[config.mk]
export PLATFORM = sky130hd
export DESIGN_NAME = riscv_hazard_unit_flat
export DESIGN_NICKNAME = d
export VERILOG_FILES = /design/src/rtl/riscv_pipe_pkg.sv /design/src/rtl/riscv_hazard_unit_if.sv /design/src/rtl/hazard_scoreboard.sv /design/src/rtl/riscv_hazard_unit.sv /design/src/flat_wrapper.sv
export SDC_FILE = /design/constraint.sdc
export NUM_CORES = 1
export LEC_CHECK = 0
export ABC_AREA = 1
export BUFFER_PORTS_ARGS = -buffer_cell sky130_fd_sc_hd__buf_2
export CAP_MARGIN = 20
export CORE_MARGIN = 2
export CORE_UTILIZATION = 60
export CTS_BUF_LIST = sky130_fd_sc_hd__clkbuf_4 sky130_fd_sc_hd__clkbuf_8
export DETAILED_ROUTE_END_ITERATION = 6
export PLACE_DENSITY = 0.84
export SKIP_CTS_REPAIR_TIMING = 1
export SLEW_MARGIN = 25
export SYNTH_ARGS = -nofsm -noshare
export SYNTH_HDL_FRONTEND = slang
export SYNTH_HIERARCHICAL = 1
export SYNTH_SLANG_ARGS = --single-unit
[constraint.sdc]
create_clock -name clk -period 4.4 [get_ports clk]
set_input_delay 0.44 -clock clk [delete_from_list [all_inputs] [get_ports clk]]
set_output_delay 0.44 -clock clk [all_outputs]
set_load 0.1 [all_outputs]
[src/rtl/riscv_pipe_pkg.sv]
// Shared pipeline types for the RISC-V core: scoreboard entry layout,
// post-decode stage indices and forward-select encodings.
package riscv_pipe_pkg;

  localparam int STG_EX  = 0;
  localparam int STG_MEM = 1;
  localparam int STG_WB  = 2;

  localparam int FWD_RF  = 0;

  // rd is stored at a fixed width so the struct can live in the package;
  // narrower register indices are zero-extended into it.
  localparam int SB_RD_W = 8;

  typedef struct packed {
    logic               valid;
    logic [SB_RD_W-1:0] rd;
    logic               reg_write;
    logic               mem_read;
  } sb_entry_t;

endpackage

[src/rtl/riscv_hazard_unit_if.sv]
// Decode-side hazard bus: ID operand info and redirect in, pipeline
// enables, flushes, forward selects and event counters out.
interface riscv_hazard_unit_if #(
  parameter int REG_ADDR_W = 5,
  parameter int STAGES     = 3,
  parameter int CNT_W      = 16
);
  localparam int SEL_W = $clog2(STAGES);

  logic                  id_valid_i;
  logic [REG_ADDR_W-1:0] id_rs1_i;
  logic [REG_ADDR_W-1:0] id_rs2_i;
  logic                  id_rs1_used_i;
  logic                  id_rs2_used_i;
  logic [REG_ADDR_W-1:0] id_rd_i;
  logic                  id_reg_write_i;
  logic                  id_mem_read_i;
  logic                  redirect_i;

  logic                  pc_enable_o;
  logic                  if_id_enable_o;
  logic                  if_id_flush_o;
  logic [STAGES-1:0]     flush_o;
  logic [SEL_W-1:0]      fwd_a_sel_o;
  logic [SEL_W-1:0]      fwd_b_sel_o;
  logic                  ex_valid_o;
  logic [CNT_W-1:0]      stall_count_o;
  logic [CNT_W-1:0]      flush_count_o;

  modport master (
    output id_valid_i, id_rs1_i, id_rs2_i, id_rs1_used_i, id_rs2_used_i,
           id_rd_i, id_reg_write_i, id_mem_read_i, redirect_i,
    input  pc_enable_o, if_id_enable_o, if_id_flush_o, flush_o,
           fwd_a_sel_o, fwd_b_sel_o, ex_valid_o, stall_count_o, flush_count_o
  );

  modport slave (
    input  id_valid_i, id_rs1_i, id_rs2_i, id_rs1_used_i, id_rs2_used_i,
           id_rd_i, id_reg_write_i, id_mem_read_i, redirect_i,
    output pc_enable_o, if_id_enable_o, if_id_flush_o, flush_o,
           fwd_a_sel_o, fwd_b_sel_o, ex_valid_o, stall_count_o, flush_count_o
  );
endinterface

[src/rtl/hazard_scoreboard.sv]
// In-flight destination shift register (entry 0 = EX) plus per-entry
// source match vectors for the instruction currently in ID.
import riscv_pipe_pkg::*;

module hazard_scoreboard #(
  parameter int REG_ADDR_W = 5,
  parameter int STAGES     = 3
) (
  input  logic                  clk,
  input  logic                  reset,
  input  sb_entry_t             id_entry,
  input  logic [STAGES-1:0]     flush,
  input  logic [REG_ADDR_W-1:0] rs1,
  input  logic [REG_ADDR_W-1:0] rs2,
  input  logic                  rs1_used,
  input  logic                  rs2_used,
  output logic [STAGES-1:0]     match_a,
  output logic [STAGES-1:0]     match_b,
  output logic [STAGES-1:0]     is_load,
  output logic                  ex_valid
);

  sb_entry_t [STAGES-1:0] ent;

  // flush[k] kills whatever would land in entry k on this edge.
  always_ff @(posedge clk or negedge reset) begin
    if (!reset) begin
      ent <= '0;
    end else begin
      ent[0] <= flush[0] ? '0 : id_entry;
      for (int k = 1; k < STAGES; k++)
        ent[k] <= flush[k] ? '0 : ent[k-1];
    end
  end

  genvar g;
  generate
    for (g = 0; g < STAGES; g++) begin : g_match
      logic prod;
      assign prod       = ent[g].valid && ent[g].reg_write && (ent[g].rd != '0);
      assign match_a[g] = rs1_used && prod && (ent[g].rd == SB_RD_W'(rs1));
      assign match_b[g] = rs2_used && prod && (ent[g].rd == SB_RD_W'(rs2));
      assign is_load[g] = ent[g].mem_read;
    end
  endgenerate

  assign ex_valid = ent[0].valid;

endmodule

[src/rtl/riscv_hazard_unit.sv]
// Hazard detection and forwarding control: load-use stalls, redirect
// flushes, registered EX forward selects and saturating event counters.
import riscv_pipe_pkg::*;

module riscv_hazard_unit #(
  parameter int REG_ADDR_W       = 5,
  parameter int STAGES           = 3,
  parameter int LOAD_READY_STAGE = 2,
  parameter int BRANCH_STAGE     = 1,
  parameter int CNT_W            = 16
) (
  input logic               clk,
  input logic               reset,
  riscv_hazard_unit_if.slave bus
);

  localparam int SEL_W = $clog2(STAGES);

  sb_entry_t         id_entry;
  logic [STAGES-1:0] match_a, match_b, is_load, flush;
  logic              load_use, stall;
  logic [SEL_W-1:0]  sel_a_nxt, sel_b_nxt, sel_a_q, sel_b_q;
  logic [CNT_W-1:0]  stall_cnt, flush_cnt;

  assign id_entry = '{valid:     bus.id_valid_i,
                      rd:        SB_RD_W'(bus.id_rd_i),
                      reg_write: bus.id_reg_write_i,
                      mem_read:  bus.id_mem_read_i};

  hazard_scoreboard #(.REG_ADDR_W(REG_ADDR_W), .STAGES(STAGES)) u_sb (
    .clk      (clk),
    .reset    (reset),
    .id_entry (id_entry),
    .flush    (flush),
    .rs1      (bus.id_rs1_i),
    .rs2      (bus.id_rs2_i),
    .rs1_used (bus.id_valid_i && bus.id_rs1_used_i),
    .rs2_used (bus.id_valid_i && bus.id_rs2_used_i),
    .match_a  (match_a),
    .match_b  (match_b),
    .is_load  (is_load),
    .ex_valid (bus.ex_valid_o)
  );

  // Youngest eligible producer wins, so scan oldest-to-youngest.
  always_comb begin
    load_use  = 1'b0;
    sel_a_nxt = SEL_W'(FWD_RF);
    sel_b_nxt = SEL_W'(FWD_RF);
    for (int k = STAGES-1; k >= 0; k--) begin
      if ((match_a[k] || match_b[k]) && is_load[k] && (k+1 < LOAD_READY_STAGE))
        load_use = 1'b1;
      if (k+1 <= STAGES-1) begin
        if (match_a[k]) sel_a_nxt = SEL_W'(k+1);
        if (match_b[k]) sel_b_nxt = SEL_W'(k+1);
      end
    end
  end

  // A redirect kills the consumer anyway, so it overrides the stall.
  always_comb begin
    stall = load_use && !bus.redirect_i;
    flush = '0;
    for (int k = 0; k < STAGES; k++)
      if (k <= BRANCH_STAGE) flush[k] = bus.redirect_i;
    flush[0] = flush[0] | stall;
  end

  assign bus.pc_enable_o    = !stall;
  assign bus.if_id_enable_o = !stall;
  assign bus.if_id_flush_o  = bus.redirect_i;
  assign bus.flush_o        = flush;

  always_ff @(posedge clk or negedge reset) begin
    if (!reset) begin
      sel_a_q   <= '0;
      sel_b_q   <= '0;
      stall_cnt <= '0;
      flush_cnt <= '0;
    end else begin
      if (flush[0] || !bus.id_valid_i) begin
        sel_a_q <= SEL_W'(FWD_RF);
        sel_b_q <= SEL_W'(FWD_RF);
      end else begin
        sel_a_q <= sel_a_nxt;
        sel_b_q <= sel_b_nxt;
      end
      if (stall && (stall_cnt != '1))        stall_cnt <= stall_cnt + 1'b1;
      if (bus.redirect_i && (flush_cnt != '1)) flush_cnt <= flush_cnt + 1'b1;
    end
  end

  assign bus.fwd_a_sel_o   = sel_a_q;
  assign bus.fwd_b_sel_o   = sel_b_q;
  assign bus.stall_count_o = stall_cnt;
  assign bus.flush_count_o = flush_cnt;

endmodule

[src/flat_wrapper.sv]
// flat-port wrapper written by rule: the top's interface ports become plain ports
module riscv_hazard_unit_flat 
#(
  parameter int REG_ADDR_W       = 5,
  parameter int STAGES           = 3,
  parameter int LOAD_READY_STAGE = 2,
  parameter int BRANCH_STAGE     = 1,
  parameter int CNT_W            = 16
)
  (clk, reset, bus_id_valid_i, bus_id_rs1_i, bus_id_rs2_i, bus_id_rs1_used_i, bus_id_rs2_used_i, bus_id_rd_i, bus_id_reg_write_i, bus_id_mem_read_i, bus_redirect_i, bus_pc_enable_o, bus_if_id_enable_o, bus_if_id_flush_o, bus_flush_o, bus_fwd_a_sel_o, bus_fwd_b_sel_o, bus_ex_valid_o, bus_stall_count_o, bus_flush_count_o);
  riscv_hazard_unit_if #(.REG_ADDR_W(REG_ADDR_W), .STAGES(STAGES), .CNT_W(CNT_W)) bus_i ();
  input logic clk;
  input logic reset;
  input wire logic [$bits(bus_i.id_valid_i)-1:0] bus_id_valid_i;
  input wire logic [$bits(bus_i.id_rs1_i)-1:0] bus_id_rs1_i;
  input wire logic [$bits(bus_i.id_rs2_i)-1:0] bus_id_rs2_i;
  input wire logic [$bits(bus_i.id_rs1_used_i)-1:0] bus_id_rs1_used_i;
  input wire logic [$bits(bus_i.id_rs2_used_i)-1:0] bus_id_rs2_used_i;
  input wire logic [$bits(bus_i.id_rd_i)-1:0] bus_id_rd_i;
  input wire logic [$bits(bus_i.id_reg_write_i)-1:0] bus_id_reg_write_i;
  input wire logic [$bits(bus_i.id_mem_read_i)-1:0] bus_id_mem_read_i;
  input wire logic [$bits(bus_i.redirect_i)-1:0] bus_redirect_i;
  output wire logic [$bits(bus_i.pc_enable_o)-1:0] bus_pc_enable_o;
  output wire logic [$bits(bus_i.if_id_enable_o)-1:0] bus_if_id_enable_o;
  output wire logic [$bits(bus_i.if_id_flush_o)-1:0] bus_if_id_flush_o;
  output wire logic [$bits(bus_i.flush_o)-1:0] bus_flush_o;
  output wire logic [$bits(bus_i.fwd_a_sel_o)-1:0] bus_fwd_a_sel_o;
  output wire logic [$bits(bus_i.fwd_b_sel_o)-1:0] bus_fwd_b_sel_o;
  output wire logic [$bits(bus_i.ex_valid_o)-1:0] bus_ex_valid_o;
  output wire logic [$bits(bus_i.stall_count_o)-1:0] bus_stall_count_o;
  output wire logic [$bits(bus_i.flush_count_o)-1:0] bus_flush_count_o;
  assign bus_i.id_valid_i = bus_id_valid_i;
  assign bus_i.id_rs1_i = bus_id_rs1_i;
  assign bus_i.id_rs2_i = bus_id_rs2_i;
  assign bus_i.id_rs1_used_i = bus_id_rs1_used_i;
  assign bus_i.id_rs2_used_i = bus_id_rs2_used_i;
  assign bus_i.id_rd_i = bus_id_rd_i;
  assign bus_i.id_reg_write_i = bus_id_reg_write_i;
  assign bus_i.id_mem_read_i = bus_id_mem_read_i;
  assign bus_i.redirect_i = bus_redirect_i;
  assign bus_pc_enable_o = bus_i.pc_enable_o;
  assign bus_if_id_enable_o = bus_i.if_id_enable_o;
  assign bus_if_id_flush_o = bus_i.if_id_flush_o;
  assign bus_flush_o = bus_i.flush_o;
  assign bus_fwd_a_sel_o = bus_i.fwd_a_sel_o;
  assign bus_fwd_b_sel_o = bus_i.fwd_b_sel_o;
  assign bus_ex_valid_o = bus_i.ex_valid_o;
  assign bus_stall_count_o = bus_i.stall_count_o;
  assign bus_flush_count_o = bus_i.flush_count_o;
  riscv_hazard_unit #(.REG_ADDR_W(REG_ADDR_W), .STAGES(STAGES), .LOAD_READY_STAGE(LOAD_READY_STAGE), .BRANCH_STAGE(BRANCH_STAGE), .CNT_W(CNT_W)) u_core (.clk(clk), .reset(reset), .bus(bus_i));
endmodule
=== After elaboration in Yosys (flattened, before gate mapping) ===
Index checks and enable logic that the tools add are counted.

* Register bits: 57
* Input bits: 23
* Output and inout bits: 43
* Logic and storage cells: 54

* Add/subtract/negate cells: 2
* Equal/unequal tests: 6
* Multiplexer cells: 9
* Bitwise gates (word level): 1
* Reduce and logical (&&, ||, !) cells: 25

{| class="wikitable"
|+ Operators with widths
! operator !! number
|-
| adder 16 x 1 -> 16 bit (second input constant) || 2
|-
| equality test 8 x 5 -> 1 bit || 4
|-
| != test 16 bit (second input constant) || 2
|-
| 2-to-1 mux 11 bit || 2
|-
| logical AND 1 bit || 18
|-
| nonzero test 8 bit || 2
|-
| 2-to-1 mux 2 bit || 6
|-
| logical NOT 1 bit || 3
|-
| logical OR 1 bit || 2
|-
| 2-to-1 mux 1 bit || 1
|-
| bitwise OR 1 bit || 1
|}

=== Longest topological paths before layout ===
* Word-level depth: 11
* Gate-level depth with buffers: 16
* Depth with buffers taken out: 15

=== Modules after synthesis ===
Netlist, hierarchy kept.

{| class="wikitable"
|+ Modules (own cells, without submodules)
! module !! times used !! cells an instance !! area each (um2) !! sequential area each (um2)
|-
| riscv_hazard_unit || 1 || 325 || 2262.2 || 900.9
|-
| hazard_scoreboard || 1 || 268 || 1752.9 || 825.8
|}

=== Worst setup path before layout ===
No wires, ideal clock.

* Path type: register to register
* Start point: reg u_core.u_sb.ent, in the netlist u_core/u_sb/ex_valid
* End point: reg u_core/u_sb/ent[1] (netlist bit)
* Setup time: 0.122 ns
* Arrival time: 2.598 ns
* Data required time: 4.278 ns
* Setup slack: 1.680 ns
* Cell stages (with the launch flop): 10
* Path buffers: 1
* Period minus slack after synthesis: 2.720 ns
* Cell sequence: dfrtp_1 > nand2_1 > o21bai_1 > nor2_1 > inv_1 > nand2_1 > nand2_1 > nand2_1 > buf_2 > nor2_1

* Word-level cells in the longest chain between the ends: 10
* Elaborated cells between the ends (all ways): 12
* Those cells by class: 2 x mux; 1 x bitwise; 9 x reduce/logical

{| class="wikitable"
|+ RTL lines
! what !! RTL line !! RTL
|-
| from (decl) || hazard_scoreboard.sv:23 || <nowiki>sb_entry_t [STAGES-1:0] ent;</nowiki>
|-
| from (signal, indexed assignment) || hazard_scoreboard.sv:32 || <nowiki>ent[k] <= flush[k] ? '0 : ent[k-1];</nowiki>
|-
| logical AND 1 bit (2 in a row) || hazard_scoreboard.sv:40 || <nowiki>assign prod = ent[g].valid && ent[g].reg_write && (ent[g].rd != '0);</nowiki>
|-
| logical AND 1 bit (2 in a row) || hazard_scoreboard.sv:42 || <nowiki>assign match_b[g] = rs2_used && prod && (ent[g].rd == SB_RD_W'(rs2));</nowiki>
|-
| via u_core.match_b[0] || riscv_hazard_unit.sv:20 || <nowiki>logic [STAGES-1:0] match_a, match_b, is_load, flush;</nowiki>
|-
| logical OR 1 bit || riscv_hazard_unit.sv:51 || <nowiki>if ((match_a[k] || match_b[k]) && is_load[k] && (k+1 < LOAD_READY_STAGE))</nowiki>
|-
| logical AND 1 bit || riscv_hazard_unit.sv:51 ||
|-
| 2-to-1 mux 1 bit || riscv_hazard_unit.sv:51 ||
|-
| logical AND 1 bit || riscv_hazard_unit.sv:62 || <nowiki>stall = load_use && !bus.redirect_i;</nowiki>
|-
| bitwise OR 1 bit || riscv_hazard_unit.sv:66 || <nowiki>flush[0] = flush[0] | stall;</nowiki>
|-
| via bus_flush_o[0] || flat_wrapper.sv:26 || <nowiki>output wire logic [$bits(bus_i.flush_o)-1:0] bus_flush_o;</nowiki>
|-
| 2-to-1 mux 11 bit || hazard_scoreboard.sv:30 || <nowiki>ent[0] <= flush[0] ? '0 : id_entry;</nowiki>
|}

The timed path passes the listed nets, and every way through them passes these cells.
A chain may end at the register's enable or synchronous reset.

=== Worst setup path after layout ===
* Start point: reg u_core/u_sb/ent[2] (netlist bit)
* End point: out bus_flush_o[0]

* Word-level cells in the longest chain between the ends: 9
* Elaborated cells between the ends (all ways): 13
* Those cells by class: 2 x eq/ne; 1 x mux; 1 x bitwise; 9 x reduce/logical

{| class="wikitable"
|+ RTL lines
! what !! RTL line
|-
| nonzero test 8 bit || hazard_scoreboard.sv:40
|-
| logical AND 1 bit || hazard_scoreboard.sv:40
|-
| logical AND 1 bit || hazard_scoreboard.sv:42
|-
| logical AND 1 bit (*) || hazard_scoreboard.sv:42
|-
| via u_core.match_b[0] || riscv_hazard_unit.sv:20
|-
| logical OR 1 bit (*) || riscv_hazard_unit.sv:51
|-
| logical AND 1 bit (*) || riscv_hazard_unit.sv:51
|-
| 2-to-1 mux 1 bit (*) || riscv_hazard_unit.sv:51
|-
| logical AND 1 bit (*) || riscv_hazard_unit.sv:62
|-
| bitwise OR 1 bit (*) || riscv_hazard_unit.sv:66
|-
| to (decl) || flat_wrapper.sv:26
|}

Mark *: on every way through the listed nets, which the timed path passes. The rest lies on a longest branch.

==> results.toml <==
[min_path]
hold_class = "primary input to asynchronous set/reset pin"

[power_and_ir_drop]
ir_worst_vdd_mv = 0.387
leakagePower_uw = 0.00219
total_power_uw = 1370
power_density_nw_per_um2 = 348

[critical_path]
r2r-start = "u_core/u_sb/ent[2]$_DFF_PN0_"
arrival_ns = 2.38
startpoint = "u_core/u_sb/ent[2]$_DFF_PN0_"
max_stage_delay_ns = 0.50
cp.required_ns = 3.96
cp-start-kind = "flip-flop"
end_kind = "output port"
cp_max_fo = 12
worst-path-buf-inv = 3
crit_family = "simple AND/OR/NAND/NOR gates"
cp_common_cell = "nand2_1"
crit_type = "flip-flop to output port"
worst_path_max_delay_cell = "buf_2"
path_cells = "inv_1 -> nand2_1 -> o21ai_1 -> nor2_1 -> nand3_1 -> nor2_1 -> inv_1 -> nand2_1 -> nand2_1 -> nand2_1 -> buf_2"
r2r_slack_ns = 2.50

[finish]
regArea_um2 = 1430
final_nets = 600
nFillCells = 454
areaGrowthSynthToFinish_pct = 15.9
drive_above_1_share_pct = 20.3
multiInputGateArea_um2 = 1610
n_antenna_cell = 0

[sta]
setup_ws_ns = 1.58
max_clock_freq_mhz = 355
final.setup.tns_ns = 0
setup_violations = 0
final_max_slew_viol_count = 0
layout_min_cycle_time_ns = 2.82
hold_violations = 0
tightest_slew_ns = 0.703
rsz0062_at_grt = "false"
whs_ns = 0.232
fin_crit_sh_pct = 64.1
finClkSkew_ns = 0.00942
maxSlewHeadroom_pct = 53.2

[die]
io_pins = 66
dieArea_um2 = 6310
fp-row-count = 27
start_util_pct = 62.0
coreArea_um2 = 5510
die_h_um = 79.4
die_w_um = 79.4

[route]
drcViolationCount = 0
routed_wl_um = 7510
first_iter_violations = 186
ant_nets = 0
vias_per_cell = 5.01
first_pass_iters = 4
wire_per_inst_um = 11.5
vias = 3267

[clock_tree]
clk_pin_slew_ns = 0.06
worstSkewPairLatency_ns = 0.34
cts_tree = "yes"
cts_buffers = 9
cts_max_path_buffers = 2
cts.sinks = 57
root_buffer = "clkbuf_8"
h-tree-depth = 3

[global_routing]
grt_pass1_vias = 3103
grt_max_degree = 58
grtUsageTotal_pct = 26.7
antenna_found_initial = 0
grt_pass1_wl_um = 13100
grt-ovfl-total = 0

[synthesis]
synth_area_per_cell_um2 = 6.76
netlist_area_um2 = 3410
synth_cells = 505
yosysWarningCount = 6

[outcome]
status = "finished clean"

[placed_design]
place_congestion = 0.972
portBuffers = 64
dp_slack_ns = 1.74
dp.final_hpwl_um = 5580

[job]
cap_violations = 0
==> flip-flops by register name, indices dropped and copies added (netlist names) <==
name / flops
u_core/u_sb/ent: 19
u_core/bus.flush_count_o: 16
u_core/u_sb/is_load: 1
u_core/u_sb/ex_valid: 1
u_core/bus.fwd_b_sel_o: 2
u_core/bus.fwd_a_sel_o: 2
u_core/bus.stall_count_o: 16
==> per-stage QoR <==
stage                     cells  utilization [%]  area (um^2)
final                       652             71.8         3960
after global routing        652             71.8         3960
after CTS                   652             71.8         3960
after detailed placement    636             68.6         3770
after global placement      636             68.6         3770
after floorplan             508                -         3420
==> placed cells by master (no fill, tap or decap), drive strengths merged <==
cell type / instances
buf: 65
nand2: 187
inv: 81
conb: 4
dfrtp: 57
o21bai: 2
o21ai: 14
ha: 2
clkinv: 6
nor2: 88
clkinvlp: 2
clkbuf: 11
nor3: 1
xnor2: 7
xor2: 3
nand3b: 1
nand3: 30
nand4: 19
==> final cells by class <==
cell class | instances | area share [%]
timing repair buffer | 65 | 8.29
tap | 72 | 2.28
sequential | 57 | 36.1
clock inverter | 5 | 0.759
multi-input combinational | 358 | 40.7
inverter | 84 | 8.06
clock buffer | 11 | 3.83
==> path summary, 6_finish.rpt <==
kind | cells past startpoint | to
setup / recovery | 11 | bus_flush_o[0]
hold / removal | 2 | u_core/bus.flush_count_o[10]$_DFFE_PN0P_
hold reg to reg | 2 | u_core/u_sb/ent[20]$_DFF_PN0_
min in group clk | 3 | u_core/u_sb/ent[6]$_DFF_PN0_
max in group asynchronous | 2 | u_core/bus.fwd_a_sel_o[0]$_DFF_PN0_
setup reg to reg | 11 | u_core/bus.stall_count_o[3]$_DFFE_PN0P_
==> worst register-to-register path, delay by kind of cell (launching register included) <==
| family | cells | cell delay [ns] |
|---|---|---|
| simple gates | 7 | 1.02 |
| compound gates | 2 | 0.19 |
| flops | 1 | 0.39 |
| buf+inv | 2 | 0.17 |
==> report_power, final <==
part	switching (uW)	total [uW]	internal, uW
sequential	40.6	595	555
combinational	271	335	63.7
clock	213	444	232
==> per-layer routing <==
metal	track usage (%)	part of all wire, %	vias up
met3	7.69	5.8	10
li1	-	-	1663
met2	44.1	49	87
met5	0	0	-
met4	10.5	1.3	0
met1	32.9	44	1507
(Power assumes the default switching activity.)
